File: src/rtl/pipe_addsub.sv
// Segmented, pipelined N-bit adder/subtractor: one W-bit carry-chained segment per register stage.
// Optional signed saturation on overflow is enabled by defining PIPE_ADDSUB_SAT_EN.
module pipe_addsub #(
  parameter int N    = 32,
  parameter int SEGS = 4
) (
  input  logic         clk,
  input  logic         rst,
  input  logic         in_valid,
  output logic         in_ready,
  input  logic [N-1:0] a,
  input  logic [N-1:0] b,
  input  logic [1:0]   mode,
  input  logic         cin,
  input  logic         sat,
  output logic         out_valid,
  input  logic         out_ready,
  output logic [N-1:0] sum,
  output logic         cout,
  output logic         vflag,
  output logic         zflag,
  output logic         nflag
);
  localparam int W = N / SEGS;

  logic         adv;
  logic [N-1:0] b_eff;
  logic         c0;

  // The whole pipe moves as one; a stalled output freezes every stage.
  assign adv      = !out_valid || out_ready;
  assign in_ready = adv;
  assign b_eff    = mode[0] ? ~b : b;
  assign c0       = mode[1] ? cin : mode[0];

`ifndef PIPE_ADDSUB_SAT_EN
  logic unused_sat;
  assign unused_sat = sat;
`endif

  for (genvar k = 0; k < SEGS; k++) begin : g_stage
    localparam int RIN = N - k * W;

    logic [RIN-1:0]     a_i;
    logic [RIN-1:0]     b_i;
    logic               c_i;
    logic               z_i;
    logic               v_i;
    logic [W:0]         add;
    logic [(k+1)*W-1:0] s_raw;
    logic [(k+1)*W-1:0] s_n;
    logic [(k+1)*W-1:0] s_q;
    logic               z_raw;
    logic               z_n;
    logic               v_q;
    logic               c_q;
    logic               z_q;
`ifdef PIPE_ADDSUB_SAT_EN
    logic               sat_i;
`endif

    if (k == 0) begin : g_head
      assign a_i   = a;
      assign b_i   = b_eff;
      assign c_i   = c0;
      assign z_i   = 1'b1;
      assign v_i   = in_valid;
      assign s_raw = add[W-1:0];
`ifdef PIPE_ADDSUB_SAT_EN
      assign sat_i = sat;
`endif
    end else begin : g_body
      assign a_i   = g_stage[k-1].g_fwd.a_q;
      assign b_i   = g_stage[k-1].g_fwd.b_q;
      assign c_i   = g_stage[k-1].c_q;
      assign z_i   = g_stage[k-1].z_q;
      assign v_i   = g_stage[k-1].v_q;
      assign s_raw = {add[W-1:0], g_stage[k-1].s_q};
`ifdef PIPE_ADDSUB_SAT_EN
      assign sat_i = g_stage[k-1].g_fwd.sat_q;
`endif
    end

    assign add   = {1'b0, a_i[W-1:0]} + {1'b0, b_i[W-1:0]} + {{W{1'b0}}, c_i};
    assign z_raw = z_i && (add[W-1:0] == '0);

    if (k < SEGS - 1) begin : g_fwd
      // Only the operand bits of segments not yet added travel onward.
      logic [RIN-W-1:0] a_q;
      logic [RIN-W-1:0] b_q;
`ifdef PIPE_ADDSUB_SAT_EN
      logic             sat_q;
`endif

      assign s_n = s_raw;
      assign z_n = z_raw;

      always_ff @(posedge clk or posedge rst) begin
        if (rst) begin
          a_q <= '0;
          b_q <= '0;
        end else if (adv) begin
          a_q <= a_i[RIN-1:W];
          b_q <= b_i[RIN-1:W];
        end
      end

`ifdef PIPE_ADDSUB_SAT_EN
      always_ff @(posedge clk or posedge rst) begin
        if (rst) begin
          sat_q <= 1'b0;
        end else if (adv) begin
          sat_q <= sat_i;
        end
      end
`endif
    end else begin : g_last
      logic cm;
      logic ovf;
      logic vf_q;

      // Carry into the MSB is recovered from the sum bit: s = a ^ b ^ carry_in.
      assign cm  = a_i[W-1] ^ b_i[W-1] ^ add[W-1];
      assign ovf = cm ^ add[W];

`ifdef PIPE_ADDSUB_SAT_EN
      logic clamp;
      // On overflow both operands share a sign, so a's MSB picks the clamp direction.
      assign clamp = sat_i && ovf;
      assign s_n   = clamp ? {a_i[W-1], {(N-1){~a_i[W-1]}}} : s_raw;
      assign z_n   = z_raw && !clamp;
`else
      assign s_n = s_raw;
      assign z_n = z_raw;
`endif

      always_ff @(posedge clk or posedge rst) begin
        if (rst) begin
          vf_q <= 1'b0;
        end else if (adv) begin
          vf_q <= ovf;
        end
      end
    end

    always_ff @(posedge clk or posedge rst) begin
      if (rst) begin
        v_q <= 1'b0;
        c_q <= 1'b0;
        z_q <= 1'b0;
        s_q <= '0;
      end else if (adv) begin
        v_q <= v_i;
        c_q <= add[W];
        z_q <= z_n;
        s_q <= s_n;
      end
    end
  end

  assign out_valid = g_stage[SEGS-1].v_q;
  assign sum       = g_stage[SEGS-1].s_q;
  assign cout      = g_stage[SEGS-1].c_q;
  assign zflag     = g_stage[SEGS-1].z_q;
  assign vflag     = g_stage[SEGS-1].g_last.vf_q;
  assign nflag     = sum[N-1];

endmodule

File: config.mk
export PLATFORM = sky130hd
export DESIGN_NAME = pipe_addsub
export DESIGN_NICKNAME = d
export VERILOG_FILES = /design/src/rtl/pipe_addsub.sv
export SDC_FILE = /design/constraint.sdc
export NUM_CORES = 1
export LEC_CHECK = 0
export BUFFER_PORTS_ARGS = -buffer_cell sky130_fd_sc_hd__buf_2
export CORE_MARGIN = 8
export CORE_UTILIZATION = 45
export DETAILED_ROUTE_END_ITERATION = 12
export PLACE_DENSITY_LB_ADDON = 0.2
export SLEW_MARGIN = 5
export SYNTH_ARGS = -nofsm -noshare
export SYNTH_HDL_FRONTEND = slang
export SYNTH_SLANG_ARGS = --single-unit
File: constraint.sdc
create_clock -name clk -period 5.6 [get_ports clk]
set_clock_uncertainty 0.1 [all_clocks]
set_input_delay 0.28 -clock clk [delete_from_list [all_inputs] [get_ports clk]]
set_output_delay 0.28 -clock clk [all_outputs]
set_load 0.01 [all_outputs]
### Word-level counts from Yosys, hierarchy flattened

Cells that the tools add are included.

* $add $sub $neg: 8
* multiplexer cells: 2
* bitwise gates (word level): 4
* reduce and logical (&&, ||, !) cells: 9

Operators by type and width (count)
* 8-bit by 8-bit adder with 9-bit output: 4
* 9-bit by 1-bit adder with 9-bit output: 4
* 8-bit zero test: 4
* 32-bit two-way mux: 1
* 32-bit NOT: 1
* 1-bit logical AND: 3
* 1-bit XOR: 3
* 1-bit zero test: 1
* 1-bit logical OR: 1
* 1-bit two-way mux: 1

* register bits after elaboration: 189
* bits of input ports: 72
* output and inout port bits: 38
* word-level logic and storage cells: 46

### Logic depth before layout (Yosys ltp)

Gate-level depths: netlist of run 1.

* word-level depth: 5
* mapped depth: 10
* depth with buffers taken out: 8

### Worst setup path after synthesis of run 1

No wires, ideal clock.

* path type: input to register
* start: input port mode[0]
* end: register g_stage[0].z_q
* setup time: 0.095 ns
* data arrival time: 2.538 ns
* required time: 5.405 ns
* setup slack: 2.867 ns
* stages: 10
* path buffers: 2
* cell sequence: clkbuf_1 > buf_2 > xnor2_1 > fa_1 > fa_1 > nor2b_1 > o31a_1 > a21oi_1 > a211o_1 > o31ai_1

* word-level cells in the longest chain between the ends: 4
* elaborated cells between the ends (all ways): 5
* classes of those cells: 2 x add/sub; 2 x mux; 1 x reduce/logical

Ends and longest elaborated chain
* from (decl): RTL line 13 `input logic [1:0] mode,`
* 32-bit two-way mux: RTL line 33 `assign b_eff = mode[0] ? ~b : b;`
* 8-bit by 8-bit adder with 9-bit output: RTL line 84 `assign add = {1'b0, a_i[W-1:0]} + {1'b0, b_i[W-1:0]} + {{W{1'b0}}, c_i};`
* 9-bit by 1-bit adder with 9-bit output (*): RTL line 84
* 8-bit zero test (*): RTL line 85 `assign z_raw = z_i && (add[W-1:0] == '0);`
* to (signal assigned): RTL line 155 `z_q <= z_n;`
* to (decl): RTL line 57 `logic z_q;`

Every way passes the cells marked *; elsewhere a longest branch is shown, timed or not.
A chain may end at the register's enable or synchronous reset.

### Final worst setup path of run 1

* start: register g_stage[3].v_q (netlist: out_valid)
* end: register g_stage[0].g_fwd.b_q[9]

* word-level cells in the longest chain between the ends: 2

Ends and longest elaborated chain
* from (decl): RTL line 55 `logic v_q;`
* from (signal assigned): RTL line 153 `v_q <= v_i;`
* 1-bit zero test: RTL line 31 `assign adv = !out_valid || out_ready;`
* 1-bit logical OR: RTL line 31
* to (signal assigned): RTL line 104 `b_q <= b_i[RIN-1:W];`
* to (decl): RTL line 90 `logic [RIN-W-1:0] b_q;`

No other way between the ends.

==> results.py, run 1 <==
metrics = {
    "synthesis": {
        "synth_area_leaders": "dfrtp_1 54%, nand2_1 19%, ha_1 4.0%",
        "syn_inst": 968,
        "synth_nets": 1076,
        "synth_top_cell_by_area": "dfrtp_1",
        "synth_edf_count": 0,
        "syn_area_per_cell_sq_um": 9.07,
        "ys.flop_type": "dfrtp_1",
        "yosys_warnings": 0,
        "netlist.area_leader.share": 0.538,
        "netlist-cell-type-count": 47,
        "ys_seq_area_frac": 0.538,
        "netlist_area_sq_mm": 0.00878,
        "ys_ff_latch": 189,
        "synth-async-reset-ratio": 1.00,
    },
    "placement": {
        "gp_congestion": 0.780,
        "placed_area_sq_mm": 0.00952,
        "io_buffers": 108,
        "dpl.hpwl_um": 11500,
        "post-place-ws_ns": 2.58,
    },
    "clock_network": {
        "htree_levels": 4,
        "numCtsBuffers": 17,
        "cts_setup_buffers": 0,
        "cts_hold_buffers": 26,
        "clk_pin_slew_worst_paths_ns": 0.07,
        "root_buffer": "clkbuf_16",
        "cts.sinks": 189,
        "cts_tree": "built",
        "ctsLongestPathBuffers": 2,
        "ctsResizeCount": 0,
        "insertion_delay_ns": 0.43,
    },
    "global_route": {
        "grt_usage": 0.152,
        "grt_pass1_wl_um": 29900,
        "grt_pass1_vias": 6183,
        "grt_start_max_net_pins": 134,
        "grt-ovfl-total": 0,
        "antenna_found_initial": 0,
    },
    "finish": {
        "fin_nets": 1188,
        "fin_area_sq_mm": 0.0104,
        "multiInputGateArea_sq_mm": 0.00381,
        "layout.area.seq_sq_mm": 0.00473,
        "area_growth_syn_to_layout_pct": 17.9,
        "antenna_cells": 0,
        "drive_gt1_frac": 0.147,
        "nFillCells": 1861,
    },
    "floorplan": {
        "start_util": 0.454,
        "coreArea_sq_mm": 0.0193,
        "ioPinCount": 110,
        "design.die.area_sq_mm": 0.0242,
        "dieHeight_um": 156,
        "rows": 51,
        "die_x_um": 156,
    },
    "route": {
        "post_drt_wl_per_cell_um": 13.0,
        "drt-total-wl_um": 17600,
        "wl_met3_um": 612,
        "ant_nets": 0,
        "detailroute.via_count": 6450,
        "wl_met1_um": 8870,
        "drt-initial-drc-count": 357,
        "first_pass_iters": 6,
        "maxUsedRoutingLayer": "met4",
        "wl_met2_um": 7910,
        "via_per_inst": 4.75,
        "drc_errors": 0,
    },
    "setup_path": {
        "path_class": "flop to flop",
        "reg2reg_slack_ns": 2.79,
        "cp_data_required_time_ns": 5.76,
        "arrival_ns": 2.97,
        "endpoint_kind": "flop",
        "path_max_fanout": 118,
        "startpoint_type": "flop",
    },
    "pwr": {
        "p_leak_nw": 5.20,
        "power_density_mw_per_mm2": 562,
        "ir_worst_vdd_v": 0.000222,
    },
    "timing": {
        "min_period_over_period": 0.501,
        "worst_slew_pin_slew_ns": 1.10,
        "fin_setup_tns_ns": 0,
        "setup-violations-final": 0,
        "min_period_ns": 2.81,
        "maxSlewViolCount": 0,
        "finalHoldViolations": 0,
        "fin_ws_ns": 2.79,
        "max_freq_mhz": 356,
        "rsz0062_at_grt": "no",
        "slew_headroom": 0.270,
    },
    "run": {
        "max_cap_violations": 0,
    },
    "hold_path": {
        "min_path_type": "input port to flop",
    },
    "run_status": {
        "status": "finished, final reports clean",
    },
}
[kinds of logic after synthesis]
logic type	Yosys count	synth area share
mux	9	0.0111
buf+inv	58	0.0281
fa+ha+maj	36	0.0581
flops	189	0.538
compound gates	121	0.0862
xor+xnor	44	0.0439
simple gates	511	0.234
[per-layer routing]
| metal | vias to the layer above | global-route usage |
|---|---|---|
| met1 | 2978 | 0.208 |
| met5 | - | 0 |
| met2 | 94 | 0.233 |
| met3 | 19 | 0.0324 |
| met4 | 0 | 0.0522 |
| li1 | 3359 | - |
[cells in the mapped netlist, types with 2 or more instances]
cell and count:
nand2_1 435, dfrtp_1 189, o21ai_0 46, clkbuf_1 30, xnor2_1 30, ha_1 28
nor2_1 27, a21oi_1 21, buf_2 14, xor2_1 14, inv_1 11, nor3_1 9
fa_1 8, nor2b_1 8, a21o_1 7, o21a_1 7, o31ai_1 7, a211oi_1 6
mux2_2 6, nand3_1 6, nor3b_1 6, o211ai_1 6, o21ai_1 6, a221oi_1 4
mux2i_1 3, nand2b_1 3, or3_1 3, a211oi_2 2, and4_1 2, nand4_1 2
o21bai_1 2, o31a_1 2, or3b_1 2, or3b_2 2, or4_1 2
[cell usage in the layout (no fill, tap or decap), types with 6 or more instances in the layout]
master	count
nand2_1	435
dfrtp_1	189
buf_2	108
o21ai_0	46
xnor2_1	30
ha_1	28
nor2_1	27
dlygate4sd3_1	26
a21oi_1	21
clkbuf_16	17
xor2_1	14
inv_1	10
nor3_1	9
fa_1	8
a21o_1	7
nor2b_1	7
o21a_1	7
o31ai_1	7
mux2_2	6
nor3b_1	6
a211oi_1	6
o21ai_1	6
nand3_1	6
o211ai_1	6
inv_6	6
[power breakdown]
| part | internal [mW] | switching [mW] |
|---|---|---|
| registers | 1.96 | 0.318 |
| clock network | 0.636 | 0.545 |
| logic | 0.985 | 1.37 |
[final timing paths]
path	start	to	cells past startpoint
setup / recovery	out_valid$_DFFE_PP0P_	g_stage[0].g_fwd.b_q[9]$_DFFE_PP0P_	4
hold / removal	b[31]	g_stage[0].g_fwd.b_q[23]$_DFFE_PP0P_	3
setup reg to reg	out_valid$_DFFE_PP0P_	g_stage[0].g_fwd.b_q[9]$_DFFE_PP0P_	4
hold reg to reg	sum[7]$_DFFE_PP0P_	sum[7]$_DFFE_PP0P_	2
max in group asynchronous	rst	sum[15]$_DFFE_PP0P_	4
min in group asynchronous	rst	g_stage[1].s_q[9]$_DFFE_PP0P_	3
[final cells by class]
cell class | count | area share
clock buffers | 19 | 0.0428
clock inverters | 13 | 0.0124
inverters | 12 | 0.00532
multi-input cells | 721 | 0.368
flip-flops and latches | 189 | 0.457
well taps | 265 | 0.0320
repair buffers | 139 | 0.0822
[flip-flops by register name, summed over array words and instances, names as in the netlist]
| name | cells |
|---|---|
| g_stage.s_q | 48 |
| sum | 32 |
| g_stage.g_fwd.b_q | 48 |
| vflag | 1 |
| out_valid | 1 |
| cout | 1 |
| g_stage.g_fwd.a_q | 48 |
| zflag | 1 |
| g_stage.v_q | 3 |
| g_stage.z_q | 3 |
| g_stage.c_q | 3 |
[stage by stage]
stage               std cells  total power, mW  utilization  hold WS, ns
global route             1358             6.35        0.535       0.0143
global placement         1300             4.60        0.492        0.344
finish                   1358             5.82        0.535       0.0260
detailed placement       1300             4.67        0.492        0.351
CTS                      1358             5.90        0.535       0.0135
floorplan                 968             4.05            -        0.292
[worst max-delay path: stages, from the launching register on]
cell and delay (ns):
dfrtp_1 0.34, nor2b_4 0.17, buf_4 0.72, buf_4 0.96
o21ai_0 0.23
No activity file was read; power rests on OpenSTA's default activity.
==> inputs of run 2 (changes only) <==
==> constraint.sdc (replaced) <==
create_clock -name clk -period 2.8 [get_ports clk]
set_clock_uncertainty 0.1 [all_clocks]
set_input_delay 0.14 -clock clk [delete_from_list [all_inputs] [get_ports clk]]
set_output_delay 0.14 -clock clk [all_outputs]
set_load 0.01 [all_outputs]
==> run 2 against run 1 <==
Compared with the run above:
- die area unchanged
- combinational power increased by 110%
- cell area increased by 3.5%
==> results.py, run 2 (synthesis results as in run 1) <==
metrics = {
    "timing": {
        "fin_setup_tns_ns": 0,
        "rsz0062_at_grt": "no",
        "worst_slew_pin_slew_ns": 0.983,
        "finalHoldViolations": 0,
        "setup-violations-final": 0,
        "slew_headroom": 0.345,
        "whs_ns": 0.0406,
        "max_freq_mhz": 373,
        "min_period_ns": 2.68,
        "min_period_over_period": 0.958,
        "maxSlewViolCount": 0,
    },
    "global_route": {
        "gr-max-usage-layer": "met2",
        "gr-usage-met1": 0.218,
        "grt_start_max_net_pins": 212,
        "grt_use_met2": 0.254,
        "use_met3": 0.0360,
        "grt-ovfl-total": 0,
        "grt_pass1_wl_um": 31800,
        "grt_usage": 0.161,
        "antenna_found_initial": 0,
        "grt_pass1_vias": 6516,
    },
    "route": {
        "ant_nets": 0,
        "drt-total-wl_um": 18500,
        "via_per_inst": 4.81,
        "detailroute.via_count": 6685,
        "drc_errors": 0,
        "first_pass_iters": 4,
        "post_drt_wl_per_cell_um": 13.3,
        "drt-initial-drc-count": 299,
    },
    "run_status": {
        "status": "finished, final reports clean",
    },
    "finish": {
        "antenna_cells": 0,
        "reg_top3": "g_stage.g_fwd.a_q x48, g_stage.g_fwd.b_q x48, g_stage.s_q x48",
        "layout.area.seq_sq_mm": 0.00473,
        "area_growth_syn_to_layout_pct": 22.0,
        "mostFrequentLayoutCells": "435 x nand2_1, 189 x dfrtp_1, 108 x buf_2, 50 x dlygate4sd3_1, 46 x o21ai_0",
        "fin_nets": 1220,
        "final_common_cell": "nand2_1",
        "nFillCells": 1841,
        "drive_gt1_frac": 0.148,
        "multiInputGateArea_sq_mm": 0.00383,
    },
    "floorplan": {
        "design.die.area_sq_mm": 0.0242,
        "rows": 51,
        "dieHeight_um": 156,
        "ioPinCount": 110,
        "start_util": 0.454,
        "die_x_um": 156,
        "coreArea_sq_mm": 0.0193,
    },
    "setup_path": {
        "r2r-start": "g_stage[2].c_q$_DFFE_PP0P_",
        "r2r_cells": 7,
        "slowest_stage": "fa_1",
        "path_class": "flop to flop",
        "startpoint_type": "flop",
        "cpPeakStageDelay_ns": 0.51,
        "crit_path_end": "vflag$_DFFE_PP0P_",
        "path_max_fanout": 3,
        "crit_path_frequent_cell": "fa_1",
        "endpoint_kind": "flop",
        "timing.rr.end": "vflag$_DFFE_PP0P_",
        "cp_data_required_time_ns": 3.01,
        "cp-startpoint": "g_stage[2].c_q$_DFFE_PP0P_",
        "reg2reg_slack_ns": 0.12,
        "arrival_ns": 2.89,
        "crit_chain": "fa_1 > fa_1 > a211oi_2 > o21bai_1 > a2111oi_4 > or4_1 > nand3_1",
    },
    "pwr": {
        "power_density_mw_per_mm2": 1100,
        "p_leak_nw": 5.36,
        "ir_worst_vdd_v": 0.000453,
    },
    "clock_network": {
        "cts_tree": "built",
        "htree_levels": 4,
        "cts.sinks": 189,
        "ctsLongestPathBuffers": 2,
        "cts_setup_buffers": 0,
        "insertion_delay_ns": 0.43,
        "clk_pin_slew_worst_paths_ns": 0.07,
        "numCtsBuffers": 17,
        "root_buffer": "clkbuf_16",
    },
    "placement": {
        "dpl.hpwl_um": 12400,
        "io_buffers": 108,
        "gp_congestion": 0.780,
    },
    "run": {
        "max_cap_violations": 0,
    },
    "hold_path": {
        "hp-start": "a[7]",
        "min_path_type": "input port to flop",
    },
}
[run 2: cell count changes in the layout (fill, tap and decap cells not counted), sizes merged]
| cell | previous run | this run |
|---|---|---|
| clkbuf | 19 | 23 |
| buf | 113 | 121 |
| clkinv | 1 | 5 |
| clkinvlp | 4 | 3 |
| dlygate4sd3 | 26 | 50 |
| inv | 19 | 12 |
[run 2: metal layers]
metal / share of wire / vias to the layer above
met4: 0.011 / 0
met1: 0.49 / 3142
met2: 0.47 / 101
li1: - / 3427
met5: 0 / -
met3: 0.036 / 15
[run 2: report_power, final]
part / total [mW] / internal (mW) / leakage [nW] / switching [mW]
clock network: 2.31 / 1.30 / 0.274 / 1.01
registers: 4.58 / 3.93 / 2.29 / 0.654
logic: 4.84 / 2.05 / 2.80 / 2.79
[run 2: how the worst min path moves through the flow]
stage / to / slack (ns) / cells after the start
floorplan: g_stage[0].g_fwd.a_q[10]$_DFFE_PP0P_ / 0.15 / 2
global placement: g_stage[0].s_q[6]$_DFFE_PP0P_ / 0.10 / 2
detailed placement: sum[9]$_DFFE_PP0P_ / 0.10 / 2
CTS: g_stage[0].c_q$_DFFE_PP0P_ / 0.03 / 4
global route: g_stage[0].c_q$_DFFE_PP0P_ / 0.08 / 4
finish: g_stage[0].c_q$_DFFE_PP0P_ / 0.04 / 4
[run 2: what timing repair did]
action                                  4_1_cts  5_1_grt
endpoints found under the setup margin        0        1
hold buffers                                 50        0
hold endpoints to repair                     64        0
gates resized for setup                       0        1
[run 2: per-stage QoR]
stage	cells	area (sq um)	power, mW	setup slack [ns]	utilization
after floorplan	968	8790	8.10	0.126	-
after global placement	1308	9640	9.27	0.147	0.499
after detailed placement	1308	9640	9.43	0.0894	0.499
after CTS	1390	10700	11.9	0.0713	0.554
after global routing	1390	10700	12.8	0.0190	0.554
final	1390	10700	11.7	0.117	0.554
[run 2: worst max-delay path, delay by kind of cell (launching register included)]
| kind | cells | cell delay [ns] |
|---|---|---|
| compound gates | 3 | 0.87 |
| fa+ha+maj | 2 | 0.98 |
| flops | 1 | 0.40 |
| simple gates | 2 | 0.23 |
[run 2: layout make-up]
type,instances,area share
well taps,265,0.0309
flip-flops and latches,189,0.441
repair buffers,171,0.113
clock inverters,9,0.00806
inverters,12,0.00479
multi-input cells,721,0.357
clock buffers,23,0.0446
==> inputs of run 3 (changes only) <==
==> constraint.sdc (replaced) <==
create_clock -name clk -period 2.8 [get_ports clk]
set_clock_uncertainty 0.1 [all_clocks]
set_input_delay 0.14 -clock clk [delete_from_list [all_inputs] [get_ports clk]]
set_output_delay 0.14 -clock clk [all_outputs]
set_load 0.1 [all_outputs]
==> run 3 against run 2 <==
Compared with the run above:
- core utilization is essentially flat
- cell count about the same
- total power up 16%
- critical path type unchanged
- global-route usage shrank 0.46 points
- first-iteration DRC count shrank 13%
- combinational power increased by 37%
==> results.py, run 3 (synthesis results as in run 1) <==
metrics = {
    "run_status": {
        "status": "finished, final reports clean",
    },
    "route": {
        "via_per_inst": 4.72,
        "drc_errors": 0,
        "drt-initial-drc-count": 259,
        "ant_nets": 0,
        "detailroute.via_count": 6567,
        "first_pass_iters": 4,
        "post_drt_wl_per_cell_um": 13.0,
        "drt-total-wl_um": 18100,
    },
    "setup_path": {
        "arrival_ns": 2.84,
        "path_max_fanout": 3,
        "endpoint_kind": "flop",
        "cp_data_required_time_ns": 3.01,
        "startpoint_type": "flop",
        "reg2reg_slack_ns": 0.16,
        "path_class": "flop to flop",
    },
    "finish": {
        "final_common_cell": "nand2_1",
        "drive_gt1_frac": 0.151,
        "mostFrequentLayoutCells": "435 x nand2_1, 189 x dfrtp_1, 107 x buf_2, 50 x dlygate4sd3_1, 46 x o21ai_0",
        "fin_area_sq_mm": 0.0107,
        "antenna_cells": 0,
        "fin_util": 0.555,
        "final_cells": 1391,
        "area_growth_syn_to_layout_pct": 22.1,
        "fin_nets": 1222,
        "reg_top3": "g_stage.g_fwd.a_q x48, g_stage.g_fwd.b_q x48, g_stage.s_q x48",
    },
    "pwr": {
        "swShare": 0.455,
        "power_density_mw_per_mm2": 1270,
        "p_total_mw": 13.6,
        "power_frac_comb": 0.486,
        "p_leak_nw": 5.37,
        "switching_power_mw": 6.20,
        "pwr-share-seq": 0.335,
        "ir_worst_vdd_v": 0.000579,
        "clockPowerShare": 0.179,
        "p_int_mw": 7.42,
    },
    "timing": {
        "min_period_ns": 2.64,
        "fin_ws_ns": 0.163,
        "min_period_over_period": 0.942,
        "maxSlewViolCount": 0,
        "fin_setup_tns_ns": 0,
        "whs_ns": 0.0360,
        "max_freq_mhz": 379,
        "finalHoldViolations": 0,
        "setup-violations-final": 0,
        "worst_slew_pin_slew_ns": 0.908,
        "rsz0062_at_grt": "no",
        "slew_headroom": 0.395,
    },
    "floorplan": {
        "dieHeight_um": 156,
        "coreArea_sq_mm": 0.0193,
        "die_x_um": 156,
        "design.die.area_sq_mm": 0.0242,
        "start_util": 0.454,
        "rows": 51,
        "ioPinCount": 110,
    },
    "placement": {
        "numPlacedInstances": 1309,
        "placed_area_sq_mm": 0.00961,
        "dpl.hpwl_um": 12100,
        "io_buffers": 108,
        "post-place-ws_ns": 0.102,
        "gp_congestion": 0.762,
    },
    "clock_network": {
        "insertion_delay_ns": 0.42,
        "cts_tree": "built",
        "ctsLongestPathBuffers": 2,
        "numCtsBuffers": 17,
        "root_buffer": "clkbuf_16",
        "cts.sinks": 189,
        "clk_pin_slew_worst_paths_ns": 0.07,
        "htree_levels": 4,
    },
    "global_route": {
        "antenna_found_initial": 1,
        "grt_start_max_net_pins": 212,
        "grt_usage": 0.156,
        "grt_pass1_wl_um": 30900,
        "grt_pass1_vias": 6438,
        "grt-ovfl-total": 0,
    },
    "run": {
        "max_cap_violations": 0,
    },
    "hold_path": {
        "min_path_type": "input port to asynchronous set/reset pin",
    },
}
## run 3: critical path, cell delays in order, from the launching register on
cell	delay, ns
dfrtp_1	0.41
fa_1	0.51
fa_2	0.41
a211oi_2	0.28
o21bai_1	0.16
a2111oi_4	0.42
or4_1	0.16
nand3_1	0.07
## run 3: power by group through the flow
stage	Sequential, mW	Clock (mW)	Combinational (mW)
floorplan	6.26	0	3.59
global placement	4.60	0	6.45
detailed placement	4.64	0	6.55
CTS	4.59	2.50	6.63
global route	4.74	2.62	7.34
finish	4.57	2.44	6.62
## run 3: metal layers
metal  track usage  part of all wire
met1         0.215              0.49
met2         0.240              0.45
met3        0.0399             0.046
met4        0.0444             0.011
met5             0           0.00072
## run 3: path summary, 6_finish.rpt
kind                                                   end  cells after the start                        from
worst max register to register           vflag$_DFFE_PP0P_                      7  g_stage[2].c_q$_DFFE_PP0P_
min in group clk                g_stage[0].c_q$_DFFE_PP0P_                      4                        a[7]
worst min-delay path                   sum[10]$_DFFE_PP0P_                      3                         rst
worst min register to register         sum[13]$_DFFE_PP0P_                      2         sum[13]$_DFFE_PP0P_
max in group asynchronous              sum[28]$_DFFE_PP0P_                      4                         rst
worst max-delay path                     vflag$_DFFE_PP0P_                      7  g_stage[2].c_q$_DFFE_PP0P_
## run 3: final cells by class
type                       count  area (sq um)
sequential                   189          4730
timing repair buffer         173          1190
tap                          265           332
fill                        1805          8610
clock inverter                11           144
inverter                      12          51.3
multi-input combinational    721          3830
clock buffer                  20           447
## run 3: what timing repair did
action | in CTS | in global routing
hold buffers | 50 | 0
setup buffers | 0 | 1
setup endpoints to repair | 0 | 2
hold endpoints to repair | 238 | 0
resized for setup | 0 | 2
